<file path="src/rtl/grn_attractor_ctrl.sv">
`default_nettype none
// ---------------------------------------------------------------------------
// grn_attractor_ctrl : sweeps initial states, runs Floyd detection, reports period
// Rev 1.0
// ---------------------------------------------------------------------------
module grn_attractor_ctrl #(
  parameter int N_NODES   = 8,
  parameter int CNT_W     = 16,
  parameter int MAX_STEPS = 65535
) (
  input  logic               clk,
  input  logic               rst,
  input  logic               start,
  input  logic [N_NODES-1:0] init_first,
  input  logic [N_NODES-1:0] init_last,
  input  logic [N_NODES-1:0] s0_vec,
  input  logic [N_NODES-1:0] s1_vec,
  output logic               reset_nos,
  output logic               start_s0,
  output logic               start_s1,
  output logic [N_NODES-1:0] init_state,
  output logic               res_valid,
  input  logic               res_ready,
  output logic [N_NODES-1:0] res_init,
  output logic [CNT_W-1:0]   res_steps,
  output logic [CNT_W-1:0]   res_period,
  output logic               res_timeout,
  output logic               busy,
  output logic               done
);

  localparam logic [CNT_W-1:0] MAX_CNT   = CNT_W'(MAX_STEPS);
  localparam logic [CNT_W-1:0] MIN_STEPS = CNT_W'(2);

  typedef enum logic [2:0] {
    IDLE   = 3'd0,
    LOAD   = 3'd1,
    SEARCH = 3'd2,
    PERIOD = 3'd3,
    REPORT = 3'd4,
    DONE   = 3'd5
  } state_t;

  state_t             state;
  state_t             state_nxt;
  logic [N_NODES-1:0] cur;
  logic [N_NODES-1:0] last;
  logic [CNT_W-1:0]   step_cnt;
  logic [CNT_W-1:0]   period_cnt;

  logic vec_eq;
  logic search_match;
  logic search_tmo;
  logic period_first;
  logic period_match;
  logic period_tmo;
  logic at_last;

  // Before two hare steps the copies trivially agree, so matches are masked.
  assign vec_eq       = (s0_vec == s1_vec);
  assign search_match = vec_eq && (step_cnt >= MIN_STEPS);
  assign search_tmo   = !search_match && (step_cnt == MAX_CNT);
  assign period_first = (period_cnt == '0);
  assign period_match = !period_first && vec_eq;
  assign period_tmo   = !period_first && !vec_eq && (period_cnt == MAX_CNT);
  assign at_last      = (cur == last);

  assign res_valid = (state == REPORT);
  assign done      = (state == DONE);
  assign busy      = (state != IDLE) && (state != DONE);

  always_ff @(posedge clk or negedge rst) begin
    if (!rst) state <= IDLE;
    else      state <= state_nxt;
  end

  always_comb begin
    state_nxt  = state;
    reset_nos  = 1'b0;
    start_s0   = 1'b0;
    start_s1   = 1'b0;
    init_state = '0;
    case (state)
      IDLE, DONE: if (start) state_nxt = LOAD;
      LOAD: begin
        reset_nos  = 1'b1;
        init_state = cur;
        state_nxt  = SEARCH;
      end
      SEARCH: begin
        if (search_match)    state_nxt = PERIOD;
        else if (search_tmo) state_nxt = REPORT;
        else begin
          start_s0 = 1'b1;
          start_s1 = 1'b1;
        end
      end
      // Tortoise stays parked on the cycle; the hare walks it once around.
      PERIOD: begin
        if (period_match || period_tmo) state_nxt = REPORT;
        else                            start_s1  = 1'b1;
      end
      REPORT: if (res_ready) state_nxt = at_last ? DONE : LOAD;
      default: state_nxt = IDLE;
    endcase
  end

  always_ff @(posedge clk or negedge rst) begin
    if (!rst) begin
      cur         <= '0;
      last        <= '0;
      step_cnt    <= '0;
      period_cnt  <= '0;
      res_init    <= '0;
      res_steps   <= '0;
      res_period  <= '0;
      res_timeout <= 1'b0;
    end else begin
      case (state)
        IDLE, DONE: begin
          if (start) begin
            cur  <= init_first;
            last <= init_last;
          end
        end
        LOAD: begin
          step_cnt    <= '0;
          period_cnt  <= '0;
          res_init    <= cur;
          res_steps   <= '0;
          res_period  <= '0;
          res_timeout <= 1'b0;
        end
        SEARCH: begin
          if (search_match) begin
            res_steps <= step_cnt;
          end else if (search_tmo) begin
            res_steps   <= step_cnt;
            res_timeout <= 1'b1;
            res_period  <= '0;
          end else begin
            step_cnt <= step_cnt + CNT_W'(1);
          end
        end
        PERIOD: begin
          if (period_first) begin
            period_cnt <= CNT_W'(1);
          end else if (period_match) begin
            res_period <= period_cnt;
          end else if (period_tmo) begin
            res_timeout <= 1'b1;
            res_period  <= '0;
          end else begin
            period_cnt <= period_cnt + CNT_W'(1);
          end
        end
        // DONE is taken at init_last, so cur never wraps past the top of range.
        REPORT: if (res_ready && !at_last) cur <= cur + N_NODES'(1);
        default: ;
      endcase
    end
  end

endmodule
`default_nettype wire
</file>
<file path="config.mk">
export PLATFORM = sky130hd
export DESIGN_NAME = grn_attractor_ctrl
export DESIGN_NICKNAME = d
export VERILOG_FILES = /design/src/rtl/grn_attractor_ctrl.sv
export SDC_FILE = /design/constraint.sdc
export NUM_CORES = 1
export LEC_CHECK = 0
export BUFFER_PORTS_ARGS = -buffer_cell sky130_fd_sc_hd__buf_4
export CORE_UTILIZATION = 55
export CTS_CLUSTER_SIZE = 28
export DETAILED_ROUTE_END_ITERATION = 7
export PLACE_DENSITY = 0.85
export SYNTH_ARGS = -nofsm -noshare
export SYNTH_HDL_FRONTEND = slang
export SYNTH_SLANG_ARGS = --single-unit
</file>
<file path="constraint.sdc">
create_clock -name clk -period 3.2 [get_ports clk]
set_input_delay 0.32 -clock clk [delete_from_list [all_inputs] [get_ports clk]]
set_output_delay 0.32 -clock clk [all_outputs]
set_load 0.01 [all_outputs]
</file>
After elaboration in Yosys (flattened, before gate mapping)
Index checks and enable logic that the tools add are counted.
{"block": "totals", "ff_bits": 92, "input_bits": 36, "out_inout_bits": 55, "wordCells": 104}
{"block": "classes", "addsub": 3, "order_cmp": 1, "n_eq_ne": 24, "muxes": 39, "n_reduce_logical": 28}
{"op": "$mux W16", "count": 12}
{"op": "$pmux W16 S2", "count": 3}
{"op": "$pmux W16 S3", "count": 1}
{"op": "$add A16 B1 Y16 const B", "count": 2}
{"op": "$eq A16 B16 Y1 const B", "count": 2}
{"op": "$mux W8", "count": 3}
{"op": "$mux W3", "count": 6}
{"op": "$eq A8 B8 Y1", "count": 2}
{"op": "$ge A16 B2 Y1 const B", "count": 1}
{"op": "$logic_not A16 Y1", "count": 1}
{"op": "$ne A2 B2 Y1 const B", "count": 8}
{"op": "$pmux W8 S2", "count": 1}
{"op": "$ne A3 B3 Y1 const B", "count": 5}
{"op": "$pmux W3 S5", "count": 1}
{"op": "$mux W1", "count": 10}
{"op": "$reduce_and A3 Y1", "count": 3}
{"op": "$add A8 B1 Y8 const B", "count": 1}
{"op": "$logic_and A1 B1 Y1", "count": 7}
{"op": "$eq A3 B2 Y1 const B", "count": 2}
{"op": "$eq A3 B3 Y1 const B", "count": 2}
{"op": "$reduce_and A6 Y1", "count": 1}
{"op": "$reduce_bool A2 Y1", "count": 3}
{"op": "$reduce_bool A3 Y1", "count": 2}
{"op": "$reduce_and A5 Y1", "count": 1}
{"op": "other kinds (10)", "count": 15}

Depth between registers and ports, before layout
Gate-level depths: netlist of run 1.
{"block": "depth", "ltp_word": 8, "ltp_mapped": 10, "mapped_depth_nobuf": 8}

Worst setup path before layout of run 1
No wires, ideal clock.
{"block": "synth_timing", "kind": "register to register", "startpoint": "reg period_cnt[0]", "endpoint": "reg res_period[10]", "setup_time_ns": 0.121, "arrival_ns": 2.230, "required_time_ns": 3.079, "setup_slack_ns": 0.849, "stages_incl_launch_ff": 10, "n_path_buf": 2, "synth_period_minus_slack_ns": 2.351, "cell_sequence": "dfrtp_1 > ha_1 > nand3_4 > nor4_4 > nor3b_4 > a211oi_2 > or3_1 > buf_6 > buf_6 > a22o_1"}
{"block": "synth_between", "elab_chain_len": 6, "word_cells_on_any_way": 12, "classes_between": "eq/ne (3); mux (3); reduce/logical (6)"}
{"item": "start: declaration", "line": "49", "text": "logic [CNT_W-1:0] period_cnt;"}
{"item": "start signal: assignment", "line": "154", "text": "period_cnt <= period_cnt + CNT_W'(1);"}
{"item": "$logic_not A16 Y1", "line": "63", "text": "assign period_first = (period_cnt == '0);"}
{"item": "$logic_not A1 Y1", "line": "64, 65"}
{"item": "$logic_and A1 B1 Y1, on equally long branches", "line": "64, 65"}
{"item": "$mux W16 or $logic_and A1 B1 Y1 (tied branches)", "line": "148, 65"}
{"item": "$mux W16 or $ne A3 B3 Y1 (tied branches)"}
{"item": "$pmux W16 S3 or $reduce_and A5 Y1 (tied branches)"}
{"item": "end signal: assignment", "line": "149", "text": "res_period <= period_cnt;"}
{"item": "end: declaration", "line": "26", "text": "output logic [CNT_W-1:0] res_period,"}
Parallel ways exist; a longest one is shown, timed or not. The select of a mux whose other input is x is not followed.
A chain may end at the register's enable or synchronous reset.

Worst setup path after layout of run 1
{"block": "layout_timing", "startpoint": "reg step_cnt[0]", "endpoint": "out start_s1"}
{"block": "layout_between", "elab_chain_len": 7, "word_cells_on_any_way": 8, "classes_between": "order compare (1); eq/ne (1); mux (3); reduce/logical (3)"}
{"item": "start: declaration", "line": "48", "text": "logic [CNT_W-1:0] step_cnt;"}
{"item": "start signal: assignment", "line": "142", "text": "step_cnt <= step_cnt + CNT_W'(1);"}
{"item": "$ge A16 B2 Y1", "line": "61", "text": "assign search_match = vec_eq && (step_cnt >= MIN_STEPS);"}
{"item": "$logic_and A1 B1 Y1", "line": "61"}
{"item": "$logic_not A1 Y1", "line": "62", "text": "assign search_tmo = !search_match && (step_cnt == MAX_CNT);"}
{"item": "$logic_and A1 B1 Y1", "line": "62"}
{"item": "$mux W1", "line": "92", "text": "else if (search_tmo) state_nxt = REPORT;"}
{"item": "$mux W1 *", "line": "91", "text": "if (search_match) state_nxt = PERIOD;"}
{"item": "$pmux W1 S2 *", "line": "83", "text": "case (state)"}
{"item": "end: declaration", "line": "20", "text": "output logic start_s1,"}
Every way passes the cells marked *; elsewhere a longest branch is shown, timed or not.

==> impl_metrics.toml, run 1 <==
[cells_and_area]
nNetsFinal = 604
syn_to_final_growth_pct = 19.95
fin_cells = 672
antenna_cells = 0
drive_above_1_share_pct = 22.93
n_fill_cell = 630

[timing]
fin_ws_ns = 0.2819
drv_slew = 0
whs_ns = 0.1678
setup_viol = 0
max_clock_freq_mhz = 342.7
slew_headroom_pct = 24.15
rsz0062_at_grt = "no"
finalHoldViolations = 0
finalCriticalPeriod_ns = 2.918
skew_ns = 0.01662
finalSetupTns_ns = 0
tightest_slew_ns = 1.138
min_period_over_period_pct = 91.19

[setup_path]
worst_r2r_endpoint = "res_period[7]$_DFFE_PN0P_"
r2r_start = "period_cnt[0]$_DFFE_PN0P_"
arrival_ns = 2.60
cp.required_ns = 2.88
critical_path_peak_fanout = 13
crit_path_start_kind = "flop"
crit_type = "flop to primary output"
rrSetupSlack_ns = 0.46
worstSetupEndpointType = "primary output"
r2r_cells = 7

[yosys]
synth_ff_type = "dfrtp_1"
synth_edf_count = 0
synth_warnings = 0
netlist_instances = 486
ys_seq_area_share_pct = 48.87
synth.cell_area_mm2 = 0.004711
synth_top_area_cell = "dfrtp_1"
synth_most_common_cell = "dfrtp_1"
synth_top_area_share_pct = 48.87
synthArstFlopShare_pct = 100.0
synth-seq-cells = 92
synth_common_cells = "dfrtp_1, o21ai_0, nor2_1"
syn_area_per_cell_um2 = 9.693
ys_types = 54
ys_top_cells_by_area = "dfrtp_1, o21ai_0, xnor2_1, nand3_1, a22o_1"
syn_nets = 527

[placed_design]
gp_congestion = 0.9379
placedCellCount = 657
dp.final_hpwl_um = 7552
io_buffers = 90
pre_cts_slack_ns = 0.5392

[clocking]
clk_latency_ns = 0.37
clockRootBuffer = "clkbuf_8"
hold_buffers = 0
clk_pin_slew_ns = 0.10
post_cts_resized = 0
cts_sinks = 92
post_cts_buffers = 0
clk_path_buf_depth = 2
numCtsBuffers = 9
cts_htree_levels = 3
cts_tree = "built"

[floorplanning]
die_w_um = 94.55
start_util_pct = 57.05
rows = 33
pin_count = 91
die-area_mm2 = 0.008939
die_h_um = 94.55
coreArea_mm2 = 0.008258

[drt]
routed_via_density = 5.984
wl_um = 11080
ant_nets = 0
drtIter0Drc = 292
drc = 0
drt-pass1-iter-count = 6
route.detailed.wl_per_inst_um = 16.49
vias = 4021

[power]
power_leakage_nw = 2.631
power.density_mw_per_mm2 = 714.5
ir_drop_uv = 483.3
total_power_mw = 4.037

[status]
status = "complete, no violations"

[global_routing]
track_usage_pct = 26.17
grt_pass1_vias = 3816
grt_overflow_total = 0
grt_max_degree = 93
grt_antenna_before_repair = 0
grt_pass1_wl_um = 18310

[job]
maxCapViolCount = 0

[hold_path]
hold_class = "input pin to asynchronous set/reset pin"
-- registers in the layout, summed over array words and instances, names as in the netlist --
| name | cells |
|---|---|
| cur | 8 |
| last | 8 |
| period_cnt | 16 |
| res_init | 8 |
| res_period | 16 |
| res_steps | 16 |
| res_timeout | 1 |
| state | 3 |
| step_cnt | 16 |
-- stage by stage --
stage | instance area, µm² | utilization (%)
after global placement | 5428 | 65.73
final | 5650 | 68.42
after detailed placement | 5428 | 65.73
after floorplan | 4711 | -
after global routing | 5650 | 68.42
after CTS | 5650 | 68.42
-- how the worst max path moves through the flow --
stage | start | cells past startpoint | slack [ns] | endpoint
detailed placement | period_cnt[0]$_DFFE_PN0P_ | 7 | 0.54 | res_period[7]$_DFFE_PN0P_
CTS | step_cnt[0]$_DFFE_PN0P_ | 9 | 0.31 | start_s1
global placement | period_cnt[0]$_DFFE_PN0P_ | 7 | 0.65 | res_period[11]$_DFFE_PN0P_
finish | step_cnt[0]$_DFFE_PN0P_ | 9 | 0.28 | start_s1
global route | step_cnt[0]$_DFFE_PN0P_ | 9 | 0.18 | start_s1
floorplan | period_cnt[0]$_DFFE_PN0P_ | 9 | 0.85 | res_period[10]$_DFFE_PN0P_
-- power by group --
part	leakage [nW]	total (mW)	switching, mW	internal [mW]
clock network	0.109	0.884	0.422	0.462
registers	1.23	1.63	0.258	1.38
logic	1.29	1.52	0.852	0.668
total	2.63	4.04	1.53	2.51
-- routing by layer --
metal / vias up / global-route usage [%] / share of wire, %
met2: 173 / 40.88 / 47
met5: - / 0 / 0
li1: 1882 / - / -
met3: 32 / 5.556 / 6.9
met4: 0 / 9.470 / 2.7
met1: 1934 / 36.09 / 43
-- cell usage in the layout (no fill, tap or decap), types with 7 or more instances in the layout --
cell	count
nand2_1	26
a21o_1	10
o21ai_0	39
nor4_1	13
and2_1	10
inv_1	29
nor3_1	10
o31ai_1	7
buf_4	95
nand3_1	33
nor2_1	35
mux2_2	9
dfrtp_1	92
xor2_1	7
nand4_1	10
clkbuf_8	10
a22o_1	18
a21oi_1	14
and3_1	9
xnor2_1	22
-- cell families after synthesis --
kind of cell               Yosys count  share of synthesized area (%)
AOI/OAI and AO/OA                  114                          16.10
xor gates and xnor gates            29                          5.392
adders and majority gates            5                          1.328
buffers and inverters               58                          5.020
DFF                                 92                          48.87
muxes                               14                          3.214
and+or+nand+nor                    174                          20.08
-- worst max-delay path: stages (launching register included) --
cell and delay, ns:
dfrtp_1 0.46, inv_1 0.07, ha_1 0.20, nor4_1 0.15
and4_1 0.25, o32ai_1 0.09, buf_4 0.20, nor2_1 0.44
or2_2 0.25, buf_4 0.13
-- final cells by class --
cell class | instances | area, µm² | share of cell area, %
multi-input cells | 336 | 2172 | 38.44
well taps | 105 | 131.4 | 2.325
clock inverters | 5 | 85.08 | 1.506
inverters | 29 | 108.9 | 1.926
clock buffers | 10 | 137.6 | 2.436
repair buffers | 95 | 713.2 | 12.62
flip-flops and latches | 92 | 2302 | 40.74
Power figures use the tool's default switching activity.
==> run 2: changes to the inputs <==
--- a/config.mk
+++ b/config.mk
@@ -6,10 +6,11 @@
 export NUM_CORES = 1
 export LEC_CHECK = 0
 export BUFFER_PORTS_ARGS = -buffer_cell sky130_fd_sc_hd__buf_4
-export CORE_UTILIZATION = 55
+export CORE_UTILIZATION = 35
 export CTS_CLUSTER_SIZE = 28
 export DETAILED_ROUTE_END_ITERATION = 7
-export PLACE_DENSITY = 0.85
+export PLACE_DENSITY = 0.61
+export SLEW_MARGIN = 20
 export SYNTH_ARGS = -nofsm -noshare
 export SYNTH_HDL_FRONTEND = slang
 export SYNTH_SLANG_ARGS = --single-unit
==> run 2 against run 1 <==
Net effect:
- register-to-register slack improved by 0.07 ns
- largest cell class unchanged
- highest routed layer unchanged
- critical endpoint unchanged
- count of clock-buffer cells in the layout decreased by 1
- cell area increased by 3.9%
- clock skew decreased by 0.0074 ns
==> impl_metrics.toml, run 2 (synthesis gave the netlist of run 1 again) <==
[timing]
drv_slew = 0
slew_headroom_pct = 48.66
max_clock_freq_mhz = 360.3
min_period_over_period_pct = 86.74
finalSetupTns_ns = 0
fin_ws_ns = 0.4242
finalHoldViolations = 0
tightest_slew_ns = 0.7685
skew_ns = 0.009182
setup_viol = 0
rsz0062_at_grt = "no"
finalCriticalPeriod_ns = 2.776

[floorplanning]
start_util_pct = 35.71
die_w_um = 118.0
die-area_mm2 = 0.01393
pin_count = 91
die_h_um = 118.0
coreArea_mm2 = 0.01319
rows = 42

[clocking]
clk_pin_slew_ns = 0.07
clk_latency_ns = 0.35
clockRootBuffer = "clkbuf_16"
post_cts_buffers = 0
cts_htree_levels = 3
cts_sinks = 92
clk_path_buf_depth = 2
post_cts_resized = 0
hold_buffers = 0
numCtsBuffers = 9
cts_tree = "built"

[setup_path]
arrival_ns = 2.46
worstSetupEndpointType = "primary output"
critical_path_peak_fanout = 6
crit_chain = "ha_1, nand3_4, nor4_4, nor3b_4, a211oi_2, or2_2, buf_4"
path_delay_family = "simple AND/OR/NAND/NOR gates"
crit_type = "flop to primary output"
slowest_stage = "dfrtp_1"
critPathMaxStageDelay_ns = 0.45
worst-path-buf-inv = 1
cp.required_ns = 2.88
crit_path_start_kind = "flop"

[drt]
ant_nets = 0
route.detailed.wl_per_inst_um = 15.30
vias = 3912
drt-pass1-iter-count = 4
wl_um = 11430
drc = 0
drtIter0Drc = 192
routed_via_density = 5.237

[global_routing]
grt_antenna_before_repair = 0
grt_pass1_vias = 3869
track_usage_pct = 17.37
grt_pass1_wl_um = 19340
grt_overflow_total = 0
grt_max_degree = 79

[cells_and_area]
nNetsFinal = 607
syn_to_final_growth_pct = 24.59
n_fill_cell = 1264
drive_above_1_share_pct = 23.47
fin_area_mm2 = 0.005869
final_common_cell = "buf_4"
final_core_util_pct = 44.50
mostFrequentLayoutCells = "buf_4, dfrtp_1, o21ai_0, nor2_1, nand3_1"
antenna_cells = 0

[job]
maxCapViolCount = 0

[power]
power.density_mw_per_mm2 = 732.5
p_seq_share_pct = 38.0
ir_drop_uv = 400.7
switchingPower_mw = 1.564
swShare_pct = 36.37
p_clk_share_pct = 27.0
p_int_mw = 2.735
power_leakage_nw = 2.689
pwr-share-comb_pct = 35.0
total_power_mw = 4.299

[placed_design]
dpl_cell_area_mm2 = 0.005539
pre_cts_slack_ns = 0.5343
io_buffers = 90
gp_congestion = 0.8522
dp.final_hpwl_um = 8030

[hold_path]
hold_class = "input pin to asynchronous set/reset pin"

[status]
status = "complete, no violations"
## run 2: worst paths after layout
check | startpoint | cells past startpoint | slack (ns) | endpoint
hold reg to reg | res_init[1]$_DFFE_PN0P_ | 1 | 0.48 | res_init[1]$_DFFE_PN0P_
min in group clk | init_last[5] | 2 | 0.20 | last[5]$_DFFE_PN0P_
setup / recovery | period_cnt[0]$_DFFE_PN0P_ | 7 | 0.42 | start_s1
max in group asynchronous | rst | 2 | 2.57 | res_init[5]$_DFFE_PN0P_
hold / removal | rst | 1 | 0.001 | res_period[13]$_DFFE_PN0P_
setup reg to reg | period_cnt[0]$_DFFE_PN0P_ | 7 | 0.53 | res_period[8]$_DFFE_PN0P_
## run 2: cell type report
class | instances | area (µm²) | area share (%)
clock inverters | 7 | 101.3 | 1.727
clock buffers | 9 | 225.2 | 3.837
multi-input cells | 336 | 2172 | 37.01
flip-flops and latches | 92 | 2302 | 39.22
inverters | 29 | 108.9 | 1.855
well taps | 176 | 220.2 | 3.752
repair buffers | 98 | 739.5 | 12.60
## run 2: power by group through the flow
stage | sequential [mW] | combinational [mW] | clock [mW]
after global placement | 1.64 | 1.48 | 0
after CTS | 1.63 | 1.53 | 1.20
after global routing | 1.66 | 1.69 | 1.24
final | 1.63 | 1.51 | 1.16
after detailed placement | 1.65 | 1.52 | 0
after floorplan | 1.56 | 1.10 | 0
## run 2: stage by stage
stage | hold WS, ns | instances
5_1_grt | 0.05883 | 747
3_5_place_dp | 0.4717 | 731
4_1_cts | 0.1769 | 747
2_1_floorplan | 0.02441 | 486
3_3_place_gp | 0.4659 | 731
6_report | 0.001357 | 747
## run 2: layer usage
metal / GRT usage (%) / vias up / wire, µm
met5: 0 / - / 0
met4: 8.574 / 0 / 235
met3: 3.246 / 15 / 628
met2: 26.43 / 109 / 5285
met1: 23.67 / 1897 / 5277
li1: - / 1891 / -
